--- src/rtl/painterengine_gpu_dma_writer_mc.sv ---
// Multi-channel AXI4 write DMA: moves one job from a selected producer stream
// into memory as INCR bursts bounded by PARAM_MAX_BURST and 4 KB pages.
module painterengine_gpu_dma_writer_mc #(
  parameter int unsigned PARAM_CHANNELS      = 4,
  parameter int unsigned PARAM_DATA_WIDTH    = 32,
  parameter int unsigned PARAM_MAX_BURST     = 16,
  parameter int unsigned PARAM_TIMEOUT_WIDTH = 16
) (
  input  logic                                      i_wire_clock,
  input  logic                                      i_wire_resetn,
  input  logic                                      i_wire_start,
  input  logic [PARAM_CHANNELS-1:0]                 i_wire_router,
  input  logic [32*PARAM_CHANNELS-1:0]              i_wire_address,
  input  logic [32*PARAM_CHANNELS-1:0]              i_wire_length,
  input  logic [PARAM_DATA_WIDTH*PARAM_CHANNELS-1:0] i_wire_data,
  input  logic [PARAM_CHANNELS-1:0]                 i_wire_data_valid,
  output logic [PARAM_CHANNELS-1:0]                 o_wire_data_next,
  output logic                                      o_wire_busy,
  output logic                                      o_wire_done,
  output logic                                      o_wire_error,
  output logic [2:0]                                o_wire_error_type,
  output logic [0:0]                                o_wire_M_AXI_AWID,
  output logic [31:0]                               o_wire_M_AXI_AWADDR,
  output logic [7:0]                                o_wire_M_AXI_AWLEN,
  output logic [2:0]                                o_wire_M_AXI_AWSIZE,
  output logic [1:0]                                o_wire_M_AXI_AWBURST,
  output logic                                      o_wire_M_AXI_AWLOCK,
  output logic [3:0]                                o_wire_M_AXI_AWCACHE,
  output logic [2:0]                                o_wire_M_AXI_AWPROT,
  output logic [3:0]                                o_wire_M_AXI_AWQOS,
  output logic                                      o_wire_M_AXI_AWVALID,
  input  logic                                      i_wire_M_AXI_AWREADY,
  output logic [PARAM_DATA_WIDTH-1:0]               o_wire_M_AXI_WDATA,
  output logic [PARAM_DATA_WIDTH/8-1:0]             o_wire_M_AXI_WSTRB,
  output logic                                      o_wire_M_AXI_WLAST,
  output logic                                      o_wire_M_AXI_WVALID,
  input  logic                                      i_wire_M_AXI_WREADY,
  input  logic [0:0]                                i_wire_M_AXI_BID,
  input  logic [1:0]                                i_wire_M_AXI_BRESP,
  input  logic                                      i_wire_M_AXI_BVALID,
  output logic                                      o_wire_M_AXI_BREADY
);

  localparam int unsigned BYTES     = PARAM_DATA_WIDTH / 8;
  localparam int unsigned SIZE_LOG2 = $clog2(BYTES);
  localparam int unsigned CH_W      = (PARAM_CHANNELS > 1) ? $clog2(PARAM_CHANNELS) : 1;
  localparam int unsigned BEAT_W    = 9;
  localparam int unsigned TO_W      = PARAM_TIMEOUT_WIDTH;

  typedef enum logic [2:0] {
    S_IDLE, S_CHECK, S_CALC, S_AW, S_W, S_B, S_DONE, S_ERROR
  } state_e;

  state_e                    state_q, state_d;
  logic [CH_W-1:0]           ch_q, ch_d;
  logic [PARAM_CHANNELS-1:0] router_q, router_d;
  logic [31:0]               base_q, base_d, length_q, length_d;
  logic [31:0]               offset_q, offset_d, cur_addr_q, cur_addr_d;
  logic [BEAT_W-1:0]         burst_q, burst_d, beat_q, beat_d;
  logic [TO_W-1:0]           to_q, to_d;
  logic [2:0]                err_q, err_d;

  logic [CH_W-1:0]             start_ch_c;
  logic [31:0]                 start_addr_c, start_len_c;
  logic [PARAM_DATA_WIDTH-1:0] sel_data_c;
  logic                        sel_valid_c;
  logic [31:0]                 calc_addr_c, to4k_c, burst_c;
  logic                        aw_hs_c, w_hs_c, b_hs_c, last_beat_c;

  // Lowest set router bit picks the slice latched at start; the selected
  // stream is muxed from the latched channel index.
  always_comb begin
    start_ch_c   = '0;
    start_addr_c = '0;
    start_len_c  = '0;
    for (int i = PARAM_CHANNELS - 1; i >= 0; i--) begin
      if (i_wire_router[i]) begin
        start_ch_c   = CH_W'(i);
        start_addr_c = i_wire_address[i*32 +: 32];
        start_len_c  = i_wire_length[i*32 +: 32];
      end
    end
    sel_data_c  = '0;
    sel_valid_c = 1'b0;
    for (int i = 0; i < PARAM_CHANNELS; i++) begin
      if (CH_W'(i) == ch_q) begin
        sel_data_c  = i_wire_data[i*PARAM_DATA_WIDTH +: PARAM_DATA_WIDTH];
        sel_valid_c = i_wire_data_valid[i];
      end
    end
  end

  // Burst size: smallest of remaining beats, max burst and beats left in the 4 KB page.
  always_comb begin
    calc_addr_c = base_q + (offset_q << SIZE_LOG2);
    to4k_c      = (32'd4096 - {20'd0, calc_addr_c[11:0]}) >> SIZE_LOG2;
    burst_c     = length_q - offset_q;
    if (burst_c > 32'(PARAM_MAX_BURST)) burst_c = 32'(PARAM_MAX_BURST);
    if (burst_c > to4k_c)               burst_c = to4k_c;
  end

  assign aw_hs_c     = (state_q == S_AW) && i_wire_M_AXI_AWREADY;
  assign w_hs_c      = (state_q == S_W) && sel_valid_c && i_wire_M_AXI_WREADY;
  assign b_hs_c      = (state_q == S_B) && i_wire_M_AXI_BVALID;
  assign last_beat_c = (beat_q == burst_q - BEAT_W'(1));

  always_ff @(posedge i_wire_clock or negedge i_wire_resetn) begin
    if (!i_wire_resetn) begin
      state_q    <= S_IDLE;
      ch_q       <= '0;
      router_q   <= '0;
      base_q     <= '0;
      length_q   <= '0;
      offset_q   <= '0;
      cur_addr_q <= '0;
      burst_q    <= '0;
      beat_q     <= '0;
      to_q       <= '0;
      err_q      <= '0;
    end else begin
      state_q    <= state_d;
      ch_q       <= ch_d;
      router_q   <= router_d;
      base_q     <= base_d;
      length_q   <= length_d;
      offset_q   <= offset_d;
      cur_addr_q <= cur_addr_d;
      burst_q    <= burst_d;
      beat_q     <= beat_d;
      to_q       <= to_d;
      err_q      <= err_d;
    end
  end

  always_comb begin
    state_d    = state_q;
    ch_d       = ch_q;
    router_d   = router_q;
    base_d     = base_q;
    length_d   = length_q;
    offset_d   = offset_q;
    cur_addr_d = cur_addr_q;
    burst_d    = burst_q;
    beat_d     = beat_q;
    err_d      = err_q;
    to_d       = to_q;
    case (state_q)
      S_IDLE, S_DONE, S_ERROR: begin
        if (i_wire_start) begin
          ch_d     = start_ch_c;
          router_d = i_wire_router;
          base_d   = start_addr_c;
          length_d = start_len_c;
          offset_d = '0;
          err_d    = 3'd0;
          state_d  = S_CHECK;
        end
      end
      S_CHECK: begin
        if (!$onehot(router_q)) begin
          err_d   = 3'd1;
          state_d = S_ERROR;
        end else if ((base_q[SIZE_LOG2-1:0] != '0) || (length_q == 32'd0)) begin
          err_d   = 3'd2;
          state_d = S_ERROR;
        end else begin
          state_d = S_CALC;
        end
      end
      S_CALC: begin
        cur_addr_d = calc_addr_c;
        burst_d    = BEAT_W'(burst_c);
        state_d    = S_AW;
      end
      S_AW: begin
        if (aw_hs_c) begin
          beat_d  = '0;
          state_d = S_W;
        end else if (to_q == '1) begin
          err_d   = 3'd5;
          state_d = S_ERROR;
        end
      end
      S_W: begin
        if (w_hs_c) begin
          beat_d = beat_q + BEAT_W'(1);
          if (last_beat_c) begin
            offset_d = offset_q + 32'(burst_q);
            state_d  = S_B;
          end
        end else if (to_q == '1) begin
          err_d   = 3'd4;
          state_d = S_ERROR;
        end
      end
      S_B: begin
        if (b_hs_c) begin
          if (i_wire_M_AXI_BRESP[1]) begin
            err_d   = 3'd3;
            state_d = S_ERROR;
          end else if (offset_q >= length_q) begin
            state_d = S_DONE;
          end else begin
            state_d = S_CALC;
          end
        end else if (to_q == '1) begin
          err_d   = 3'd4;
          state_d = S_ERROR;
        end
      end
      default: ;
    endcase
    // Stall counter only runs while waiting on a handshake in one phase.
    if ((state_d != state_q) || aw_hs_c || w_hs_c || b_hs_c) begin
      to_d = '0;
    end else if ((state_q == S_AW) || (state_q == S_W) || (state_q == S_B)) begin
      to_d = to_q + TO_W'(1);
    end
  end

  always_comb begin
    o_wire_data_next = '0;
    for (int i = 0; i < PARAM_CHANNELS; i++) begin
      o_wire_data_next[i] = w_hs_c && (CH_W'(i) == ch_q);
    end
  end

  assign o_wire_busy       = !((state_q == S_IDLE) || (state_q == S_DONE) || (state_q == S_ERROR));
  assign o_wire_done       = (state_q == S_DONE);
  assign o_wire_error      = (state_q == S_ERROR);
  assign o_wire_error_type = err_q;

  assign o_wire_M_AXI_AWID    = 1'b0;
  assign o_wire_M_AXI_AWADDR  = (state_q == S_AW) ? cur_addr_q : 32'd0;
  assign o_wire_M_AXI_AWLEN   = (state_q == S_AW) ? 8'(burst_q - BEAT_W'(1)) : 8'd0;
  assign o_wire_M_AXI_AWSIZE  = 3'(SIZE_LOG2);
  assign o_wire_M_AXI_AWBURST = 2'b01;
  assign o_wire_M_AXI_AWLOCK  = 1'b0;
  assign o_wire_M_AXI_AWCACHE = 4'b0010;
  assign o_wire_M_AXI_AWPROT  = 3'b000;
  assign o_wire_M_AXI_AWQOS   = 4'b0000;
  assign o_wire_M_AXI_AWVALID = (state_q == S_AW);

  assign o_wire_M_AXI_WDATA  = (state_q == S_W) ? sel_data_c : '0;
  assign o_wire_M_AXI_WSTRB  = '1;
  assign o_wire_M_AXI_WLAST  = (state_q == S_W) && last_beat_c;
  assign o_wire_M_AXI_WVALID = (state_q == S_W) && sel_valid_c;
  assign o_wire_M_AXI_BREADY = (state_q == S_B);

  logic unused_c;
  assign unused_c = ^{i_wire_M_AXI_BID, i_wire_M_AXI_BRESP[0], burst_c[31:BEAT_W]};

endmodule

--- config.mk ---
export PLATFORM = sky130hd
export DESIGN_NAME = painterengine_gpu_dma_writer_mc
export DESIGN_NICKNAME = d
export VERILOG_FILES = /design/src/rtl/painterengine_gpu_dma_writer_mc.sv
export SDC_FILE = /design/constraint.sdc
export NUM_CORES = 1
export LEC_CHECK = 0
export ABC_AREA = 0
export ABC_CLOCK_PERIOD_IN_PS = 6200
export CAP_MARGIN = 20
export CORE_AREA = 3 3 195 197
export DETAILED_ROUTE_END_ITERATION = 16
export DIE_AREA = 0 0 198 200
export PLACE_DENSITY = 0.73
export SLEW_MARGIN = 30
export SYNTH_ARGS = -nofsm -noshare
export SYNTH_HDL_FRONTEND = slang
export SYNTH_SLANG_ARGS = --single-unit
--- constraint.sdc ---
create_clock -name i_wire_clock -period 6.2 [get_ports i_wire_clock]
set_clock_uncertainty 0.1 [all_clocks]
set_input_delay 1.55 -clock i_wire_clock [delete_from_list [all_inputs] [get_ports i_wire_clock]]
set_output_delay 1.55 -clock i_wire_clock [all_outputs]
set_load 0.01 [all_outputs]
* Word-level counts from Yosys, hierarchy flattened
Cells that the tools add are included.
** Word-level totals
- Register bits after elaboration :: 174
- Latch bits :: 0
- RAM bits :: 0
- ROM bits :: 0
- Input port bits :: 401
- Output and inout bits :: 108
- Logic and storage cells :: 133
- Memories :: 0
** Operators by class
- Add/subtract/negate cells :: 10
- Multiply operators :: 0
- Divide/modulo/power cells :: 0
- Order comparisons :: 3
- Eq/ne operators :: 23
- Shifts and indexed selects :: 0
- Muxes and demuxes :: 55
- Bitwise gates (word level) :: 0
- Reduce and logical (&&, ||, !) cells :: 31
** Operators by type and width (number)
- $mux W32 :: 18
- $pmux W32 S2 :: 1
- $mux W3 :: 19
- $add A32 B32 Y32 :: 1
- $add A32 B9 Y32 :: 1
- $ge A32 B32 Y1 :: 1
- $gt A32 B30 Y1 :: 1
- $gt A32 B5 Y1 const B :: 1
- $logic_not A32 Y1 :: 1
- $mux W16 :: 2
- $sub A32 B32 Y32 :: 1
- $mux W9 :: 3
- $pmux W3 S6 :: 1
- $pmux W9 S2 :: 1
- $add A16 B1 Y16 const B :: 1
- $eq A16 B16 Y1 const B :: 1
- $pmux W3 S5 :: 1
- $sub A13 B12 Y14 const A :: 1
- $eq A3 B3 Y1 const B :: 4
- $ne A2 B2 Y1 const B :: 5
- $add A9 B1 Y9 const B :: 1
- $eq A9 B9 Y1 :: 1
- $logic_and A1 B1 Y1 :: 9
- $sub A9 B1 Y9 const B :: 1
- other kinds (23) :: 45

* Longest topological paths before layout
- Depth after elaboration :: 14
- Depth in mapped cells :: 25
- Gate-level depth less buffers :: 24

* Worst setup path after synthesis
No wires, ideal clock.
- Path type :: register -> register
- From :: reg offset_q[0]
- To :: reg burst_q[4]
- Library setup time :: 120 ps
- Arrival time :: 5372 ps
- Required time :: 5980 ps
- Path slack :: 608 ps
- Stages on the path, launching flop included :: 25
- Path buffers :: 1
- Period minus slack after synthesis :: 5592 ps
- Cell sequence :: dfrtp_1 -> ha_1 -> fa_1 -> nand2b_1 -> a211oi_1 -> o31a_1 -> o31ai_2 -> a21bo_1 -> a2111o_1 -> a2111oi_2 -> o2111ai_1 -> or3_1 -> buf_2 -> nor2_1 -> ha_1 -> nor2b_1 -> o21a_1 -> o21a_1 -> o21a_1 -> o21a_1 -> o211a_1 -> o21a_1 -> o21ai_1 -> o31ai_1 -> a31o_2
** Between the ends
- Cells in the longest elaborated chain, start to end :: 5
- Elaborated cells on any way between the ends :: 7
- Classes of those cells :: 3 x add/sub; 2 x order compare; 2 x mux
** RTL lines
- start, declared :: line 58 : logic [31:0] offset_q, offset_d, cur_addr_q, cur_addr_d;
- start signal, assigned :: line 126 : offset_q <= offset_d;
- $sub A32 B32 Y32 :: line 97 : burst_c = length_q - offset_q;
- $gt A32 B5 Y1 :: line 98 : if (burst_c > 32'(PARAM_MAX_BURST)) burst_c = 32'(PARAM_MAX_BURST);
- $mux W32 :: line 98
- $gt A32 B30 Y1 :: line 99 : if (burst_c > to4k_c) burst_c = to4k_c;
- $mux W9 (*) :: line 99
- end signal, assigned :: line 128 : burst_q <= burst_d;
- end, declared :: line 59 : logic [BEAT_W-1:0] burst_q, burst_d, beat_q, beat_d;
Mark *: on every way between the ends. The rest lies on a longest branch, timed or not.
A chain may end at the register's enable or synchronous reset.

* Worst setup path in the final report
- From :: reg length_q[0]
- To :: reg burst_q[0]
** Between the ends
- Cells in the longest elaborated chain, start to end :: 5
** RTL lines
- start, declared :: line 57 : logic [31:0] base_q, base_d, length_q, length_d;
- start signal, assigned :: line 125 : length_q <= length_d;
- $sub A32 B32 Y32 (*) :: line 97
- $gt A32 B5 Y1 :: line 98
- $mux W32 (*) :: line 98
- $gt A32 B30 Y1 :: line 99
- $mux W9 (*) :: line 99
Marks and branches as above.

==> flow_summary.ini <==
[route]
ant_nets = 0
via_per_inst = 5.652
wl_per_cell_um = 19.90
totalWireLength_mm = 56.40
drc = 0
drtPass1Iterations = 7
drtIter0Drc = 1139
via_count = 16020

[power_and_ir_drop]
ir_drop_mv = 0.1697
leakage_uw = 0.008866
total_power_uw = 3408
powerDensity_nw_per_um2 = 162.8

[global_route]
grt_usage_pct = 27.81
grt_overflow = 0
grt_max_degree = 98
antenna_found_initial = 1
grt_pass1_vias = 15560
grt_pass1_wl_mm = 86.42

[timing]
slew_headroom_pct = 33.00
setup_viol = 0
slew_violations = 0
min_period_over_period_pct = 95.90
post-route-min-period_ps = 5946
finalHoldViolCount = 0
layout_setup_ws_ps = 254.0
tns_ps = 0
rsz0062_at_grt = no
fmax_mhz = 168.2
worst_pin_slew_ps = 1005
timing.hold.ws_ps = 368.8

[logic_synthesis]
ys_seq_area_share_pct = 28.76
synth_top_area_share_pct = 28.76
synth_area_leaders = dfrtp_1 (29%), ha_1 (7.1%), a21oi_1 (6.5%), nor2_1 (6.1%), nand2_1 (5.3%)
async_reset_ff_share_pct = 100.0
synth_area_um2 = 15140
synth_cell_types = 85
synth_top_cell_by_area = dfrtp_1
yosysWarnings = 0
netlist_instances = 1931
avgSynthCellArea_um2 = 7.840
ys_ff_latch = 174
ys.flop_type = dfrtp_1
synth_edf_count = 0

[floorplanning]
die_w_um = 198
io-pin-count = 509
core_area_um2 = 36430
num_rows = 70
dieArea_um2 = 39600
start_util_pct = 41.55
die_h_um = 200

[finish]
syn2layout_area_growth_pct = 38.31
final_common_cell = clkdlybuf4s50_1
finalNetCount = 2844
antenna_cells = 0
drive_gt1_share_pct = 6.002
final_cell_mix = clkdlybuf4s50_1 (480), nor2_1 (246), nand2_1 (213)
final_area_um2 = 20940

[setup_path]
cp_max_fo = 5
cpMostUsedCell = o21a_1
cp-start-kind = flop
slowest_stage = or3_1
max_stage_delay_ps = 460
path_class = reg -> reg
arrival_ps = 6230
required_ps = 6480
cp-end-kind = flop

[placement]
dpl_cell_area_um2 = 20310
preCtsSetupSlack_ps = 224.7
gp_congestion = 0.9321
dp_hpwl_mm = 45.67
portBuffers = 484

[outcome]
status = finished clean

[clock_network]
clk_pin_slew_ps = 70
hold_buffers = 0
htree_levels = 4
cts.sinks = 174
cts_tree = done
cts-buffers-inserted = 17
ctsLongestPathBuffers = 2
clkLatencyLatePin_ps = 450
clockRootBuffer = clkbuf_16

[run]
max_cap_viol_count = 0

[min_path]
holdCritPathClass = reg -> reg
-- final timing paths --
path / startpoint / endpoint / slack (ps) / depth (start not counted)
max: length_q[0] / burst_q[0] / 250 / 25
max reg2reg: length_q[0] / burst_q[0] / 250 / 25
max in group asynchronous: i_wire_resetn / cur_addr_q[14] / 3840 / 2
min in group asynchronous: i_wire_resetn / beat_q[0] / 1060 / 1
min: cur_addr_q[9] / cur_addr_q[9] / 370 / 2
min reg2reg: cur_addr_q[9] / cur_addr_q[9] / 370 / 2
-- through the flow --
| stage | utilization [%] | std cells |
|---|---|---|
| after floorplan | - | 1957 |
| after global placement | 55.74 | 2802 |
| after detailed placement | 55.74 | 2802 |
| after CTS | 57.28 | 2834 |
| after global routing | 57.47 | 2834 |
| final | 57.47 | 2834 |
-- where the power goes --
part / internal (uW) / switching, uW / total [uW]
combinational: 569 / 530 / 1100
clock: 531 / 520 / 1050
sequential: 1190 / 71.9 / 1260
total: 2290 / 1120 / 3410
-- cell usage after synthesis (all sizes together) (17+ instances only) --
cell type,count
a21o,18
a21oi,198
a22oi,66
and3,80
buf,40
clkbuf,101
dfrtp,174
ha,86
inv,68
mux4,33
nand2,215
nand2b,17
nand3,37
nand4,19
nor2,249
nor3,34
nor4,26
o21a,17
o21ai,155
o31ai,17
xnor2,64
xor2,39
-- layer usage --
metal,share of wire [%],wire (um),GRT usage [%]
met2,49,27580,47.87
met4,1.9,1071,6.422
met1,42,23950,36.79
met3,6.7,3786,4.935
met5,0.023,13,0
-- sequential cells by signal (all words and copies together) (netlist names) --
register / flops
beat_q: 9
ch_q: 2
offset_q: 32
base_q: 32
to_q: 16
o_wire_error_type: 3
state_q: 3
length_q: 32
router_q: 4
cur_addr_q: 32
burst_q: 9
-- cell families (layout without fill, tap and decap cells) --
family	Yosys count	count (layout)	synth area share (%)
xor+xnor	104	104	6.107
buf+inv	209	618	5.843
flops	174	174	28.76
mux	39	39	5.314
fa+ha+maj	90	90	7.636
other cells	2	28	0.04961
simple gates	743	743	23.04
compound gates	570	570	23.25
-- critical path: cells and delay by family, from the launching register on --
family                     cells  cell delay, ps
AOI/OAI and AO/OA             13            2730
DFF                            1             350
and+or+nand+nor                6            1380
adders and majority gates      3             890
buffers and inverters          2             240
xor gates and xnor gates       1             180
-- layout make-up --
cell class                 instances  area [um^2]
fill                            3389        15490
multi-input combinational       1574        10090
timing repair buffer             518         5094
sequential                       174         4355
tap                              468        585.6
clock buffer                      19        432.9
inverter                          68        255.2
clock inverter                    13        128.9
-- timing repair --
item / CTS / global route
buffers inserted: 0 / 0
gates resized for setup: 0 / 14
setup endpoints to repair: 0 / 9
endpoints found under the hold margin: 0 / 0
(Power assumes the default switching activity.)
